$ cat src/rtl/conv_settings_pkg.sv
// Shared settings for the convolution sample source.
// Holds the FSM state type, LFSR seed and tap mask, default burst geometry,
// and the single-step LFSR function used by conv_lfsr.
package conv_settings_pkg;

  typedef enum logic [1:0] {
    S_IDLE = 2'd0,
    S_RUN  = 2'd1,
    S_DONE = 2'd2
  } state_e;

  localparam int unsigned DEF_DATA_WIDTH  = 16;
  localparam int unsigned DEF_DATA_CYCLES = 40;

  localparam logic [15:0] LFSR_SEED = 16'hACE1;
  // Right-shifting Fibonacci form of x^16+x^14+x^13+x^11+1:
  // feedback = s[0]^s[2]^s[3]^s[5], shifted in at bit 15.
  localparam logic [15:0] LFSR_TAPS = 16'h002D;

  function automatic logic [15:0] lfsr_step(input logic [15:0] s);
    return {^(s & LFSR_TAPS), s[15:1]};
  endfunction

endpackage

$ cat src/rtl/conv_lfsr.sv
// 16-bit Fibonacci LFSR for the sample source.
// Ports: clk, reset (async, active high, restores seed), load (reseed),
//        advance (one step), state (current 16-bit register).
// load has priority over advance.
module conv_lfsr
  import conv_settings_pkg::*;
(
  input  logic        clk,
  input  logic        reset,
  input  logic        load,
  input  logic        advance,
  output logic [15:0] state
);

  logic [15:0] state_q, state_d;

  always_comb begin
    state_d = state_q;
    if (load)         state_d = LFSR_SEED;
    else if (advance) state_d = lfsr_step(state_q);
  end

  always_ff @(posedge clk or posedge reset) begin
    if (reset) state_q <= LFSR_SEED;
    else       state_q <= state_d;
  end

  assign state = state_q;

endmodule

$ cat src/rtl/conv_sample_source.sv
// Burst sample source feeding the convolution core.
// On a one-cycle start (accepted only when idle) it streams DATA_CYCLES
// samples over a valid/ready handshake, flags the final one with out_last,
// pulses done for one cycle after it, and keeps a running checksum in sum.
// Ports: clk, reset (async, active high), start, out_ready in;
//        out_valid, out_data, out_last, busy, done, sum out.
// Build option: define CONV_SRC_LFSR_EN to emit LFSR samples instead of a
// ramp (sample k = k). Ports are identical in both builds.
module conv_sample_source
  import conv_settings_pkg::*;
#(
  parameter int unsigned DATA_WIDTH  = DEF_DATA_WIDTH,
  parameter int unsigned DATA_CYCLES = DEF_DATA_CYCLES,
  parameter int unsigned SUM_WIDTH   = DATA_WIDTH + 10
) (
  input  logic                  clk,
  input  logic                  reset,
  input  logic                  start,
  input  logic                  out_ready,
  output logic                  out_valid,
  output logic [DATA_WIDTH-1:0] out_data,
  output logic                  out_last,
  output logic                  busy,
  output logic                  done,
  output logic [SUM_WIDTH-1:0]  sum
);

  localparam int unsigned CNT_W = (DATA_CYCLES > 1) ? $clog2(DATA_CYCLES) : 1;

  state_e               state_q, state_d;
  logic [CNT_W-1:0]     cnt_q, cnt_d;
  logic [SUM_WIDTH-1:0] sum_q, sum_d;
  logic [DATA_WIDTH-1:0] sample;
  logic                 run, is_last, xfer;

  assign run     = (state_q == S_RUN);
  assign is_last = (cnt_q == CNT_W'(DATA_CYCLES - 1));
  assign xfer    = run && out_ready;

`ifdef CONV_SRC_LFSR_EN
  logic [15:0] lfsr_state;
  logic        lfsr_load, lfsr_adv;

  assign lfsr_load = (state_q == S_IDLE) && start;
  assign lfsr_adv  = xfer;

  conv_lfsr u_lfsr (
    .clk     (clk),
    .reset   (reset),
    .load    (lfsr_load),
    .advance (lfsr_adv),
    .state   (lfsr_state)
  );

  assign sample = lfsr_state[DATA_WIDTH-1:0];
`else
  // Ramp: the sample is the burst index itself (wraps at 2^DATA_WIDTH).
  assign sample = DATA_WIDTH'(cnt_q);
`endif

  always_comb begin
    state_d = state_q;
    cnt_d   = cnt_q;
    sum_d   = sum_q;
    case (state_q)
      S_IDLE: begin
        if (start) begin
          state_d = S_RUN;
          cnt_d   = '0;
          sum_d   = '0;
        end
      end
      S_RUN: begin
        if (out_ready) begin
          sum_d = sum_q + SUM_WIDTH'(sample);
          if (is_last) begin
            state_d = S_DONE;
            cnt_d   = '0;
          end else begin
            cnt_d = cnt_q + CNT_W'(1);
          end
        end
      end
      S_DONE:  state_d = S_IDLE;
      default: state_d = S_IDLE;
    endcase
  end

  always_ff @(posedge clk or posedge reset) begin
    if (reset) begin
      state_q <= S_IDLE;
      cnt_q   <= '0;
      sum_q   <= '0;
    end else begin
      state_q <= state_d;
      cnt_q   <= cnt_d;
      sum_q   <= sum_d;
    end
  end

  // Data is gated to zero outside RUN so idle/reset outputs read as 0
  // even though the LFSR rests at its non-zero seed.
  assign out_valid = run;
  assign out_data  = run ? sample : '0;
  assign out_last  = run && is_last;
  assign busy      = (state_q == S_RUN) || (state_q == S_DONE);
  assign done      = (state_q == S_DONE);
  assign sum       = sum_q;

endmodule

$ cat config.mk
export PLATFORM = sky130hd
export DESIGN_NAME = conv_sample_source
export DESIGN_NICKNAME = d
export VERILOG_FILES = /design/src/rtl/conv_settings_pkg.sv /design/src/rtl/conv_lfsr.sv /design/src/rtl/conv_sample_source.sv
export SDC_FILE = /design/constraint.sdc
export NUM_CORES = 1
export LEC_CHECK = 0
export ABC_AREA = 1
export ABC_CLOCK_PERIOD_IN_PS = 2000
export CAP_MARGIN = 20
export CORE_MARGIN = 2
export CORE_UTILIZATION = 40
export CTS_CLUSTER_SIZE = 25
export DETAILED_ROUTE_END_ITERATION = 16
export PLACE_DENSITY = 0.68
export SLEW_MARGIN = 30
export SYNTH_ARGS = -nofsm -noshare
export SYNTH_HDL_FRONTEND = slang
export SYNTH_HIERARCHICAL = 1
export SYNTH_SLANG_ARGS = --single-unit
$ cat constraint.sdc
create_clock -name clk -period 2 [get_ports clk]
set_input_delay 0.4 -clock clk [delete_from_list [all_inputs] [get_ports clk]]
set_output_delay 0.4 -clock clk [all_outputs]
set_load 0.02 [all_outputs]
==> metrics <==
post-synthesis compound-gate area fraction=0.0670; Detailed Routing Iterations Pass 1=4; Post-synth EDFFs=0; endpoints failing setup=0; global-route wire length before repair=between 9000 and 10000 um; die height=81.9 um; ant diodes=0; Power per Cell Area=972 nW/um2; NetSw=approximately 1.3 mW; layout cells sized above 1=0.152; latest clock arrival within the worst-skew pair=~0.29 ns; hpwl dp=4330 um; DR vias/cell=~4.8; Hold WC Path Type=in2async; Crit path top cell by count=buf_4; Pleak=1.60 nW; post-layout util=0.536; Avg Cell Area, Syn=7.09 um2; slowest stage delay, CP=roughly 0.38 ns; Routability Congestion=0.867; post-synthesis cell area=2430 um2; Comb pwr share=0.563; TritonCTS clock tree=done; Finished Cell Area=3150 um2; Post-Place Cells=468; Crit Path Max Fanout=8; Syn Inst Count=342; area leader, netlist=dfrtp_1; WS Path Type=reg2out; Max Fclk=0.525 GHz; Tmin final=1.90 ns; CTS Hold Bufs=0; r2r worst-path depth=12; fin nets=423; CP endpoint kind=output pin; Reg power frac=0.265; gr usage total=0.188; CP cell instances=inv_1 -> ha_4 -> buf_4 -> buf_4 -> dlygate4sd2_1; drt drc=0; period utilization=0.951; fraction of registers with async set/reset=1.00; status=complete, no violations; Fillers=572; CP max-delay cell=dfrtp_1; Final Max Slew Viols=0; antenna violations before repair=0; Crit path arrival time=1.50 ns; FP Rows=28; flip-flop and latch count after synthesis=34; Synth Area in Simple Gates=0.373; most common cell in the synthesized netlist=nand2_1; Setup crit start kind=flip-flop; Initial Utilization=0.412; root buf cell=clkbuf_8; Adder-Cell Fraction of Synth Area=0.0650; DIE AREA=6700 um2; Reg clk slew, reported paths=0.07 ns; H-tree depth=2; vias in the first global route=2136; largest cells by area after synthesis=dfrtp_1, nand2_1, nor2_1; largest family of logic cells by synthesized area=simple AND/OR/NAND/NOR gates; xor-xnor portion of the synthesized cell area=0.0181; count of input and output buffers=39; CTS sink cnt=34; CORE AREA=5890 um2; Synth cell types=38; yosys warns=6; main flop type after synthesis=dfrtp_1; Syn-to-layout area delta=29.9%; Max-Cap Viols=0; most frequent cells after synthesis=nand2_1, nor2_1, inv_1; Synth top area share=0.351; GR Overflow Total=0; TNS Setup=0 ns; post-route insts no fill=between 400 and 500; Die W=81.9 um; IO Count=50; Hold WS=slightly above 0.5 ns; Data required, critical path=1.60 ns; internal power=1.77 mW; DRT iter0 DRCs=around 120; via count=2321; fraction of synthesized area in multiplexers=0; Clk pwr share=0.172; pin count of the biggest net entering global routing=35; Max rail drop VDD=1.13 mV; routed wire length=approximately 5800 um; CTS buffer count=5; register area share after synthesis=0.351; DR WL/cell=12.1 um; remaining antenna violation count after routing=0; Max Root-Sink Buffers=2; switch share=0.423; Area after DPL=2980 um2; Final Skew=0.00417 ns; Final Hold Vio Count=0
-- per-layer routing --
| metal | vias to the layer above | wire length (um) | global-route usage | share of wire |
|---|---|---|---|---|
| met5 | - | 0 | 0 | 0 |
| met4 | 0 | 41 | 0.0700 | 0.0070 |
| met3 | 2 | 228 | 0.0374 | 0.039 |
| met2 | 55 | 2800 | 0.295 | 0.48 |
| met1 | 1087 | 2750 | 0.255 | 0.47 |
| li1 | 1177 | - | - | - |
-- metrics by stage --
| stage | power, mW | worst slack, ns |
|---|---|---|
| after floorplan | 1.81 | 0.169 |
| after global placement | 2.37 | -0.0458 |
| after detailed placement | 2.41 | -0.101 |
| after CTS | 2.94 | -0.0200 |
| final | 3.06 | 0.0970 |
| after global routing | 3.26 | -0.0157 |
-- critical path: cells and delay by family, from the launching register on --
kind / cells / cell delay [ns]
adders and majority gates: 1 / 0.20
buffers and inverters: 4 / 0.64
DFF: 1 / 0.38
-- state kept, by name (all words and copies together) (netlist names) --
name and flops:
sum 26, state_q 2, cnt_q 6
-- logic make-up (layout without fill, tap and decap cells) --
logic type,after synthesis,count (layout)
compound gates,30,30
xor+xnor,5,5
fa+ha+maj,12,12
buf+inv,65,122
flops,34,34
other cells,1,10
simple gates,195,195
-- placed cells by master (no fill, tap or decap), types with 6 or more instances in the layout --
cell	Yosys	final
a21oi_1	12	12
buf_4	11	24
clkbuf_8	0	6
clkdlybuf4s50_1	0	29
conb_1	1	10
dfrtp_1	34	34
dlygate4sd2_1	0	8
ha_1	11	9
inv_1	46	45
nand2_1	92	90
nand3_1	17	17
nor2_1	52	51
nor3_1	6	6
o21ai_0	9	9
-- area by class of cell --
type | count | area, um2 | share of cell area
well taps | 75 | 93.8 | 0.0298
clock buffers | 7 | 86.3 | 0.0274
flip-flops and latches | 34 | 851 | 0.270
repair buffers | 64 | 571 | 0.181
inverters | 50 | 188 | 0.0595
clock inverters | 1 | 5.00 | 0.00159
multi-input cells | 252 | 1360 | 0.431
-- timing repair --
action | in CTS | in global routing
gates resized for setup | 14 | 15
pin swaps | 0 | 3
setup buffers | 0 | 7
endpoints found under the setup margin | 20 | 6
gates cloned | 0 | 0
-- path summary, 6_finish.rpt --
check / start / end / slack [ns]
setup / recovery: state_q[1] / out_valid / 0.1
hold / removal: reset / state_q[1] / 0.50
setup reg to reg: cnt_q[0] / sum[10] / 0.11
hold reg to reg: sum[2] / sum[2] / 0.53
max in group asynchronous: reset / sum[7] / 1.19
min in group clk: sum[2] / sum[2] / 0.53
-- power by group through the flow --
stage                     clock (mW)  sequential, mW  combinational (mW)
after floorplan                    0           0.841               0.968
after detailed placement           0           0.819                1.59
after global placement             0           0.818                1.56
final                          0.527           0.812                1.72
after global routing           0.568           0.823                1.87
after CTS                      0.543           0.813                1.58
(Power assumes the default switching activity.)
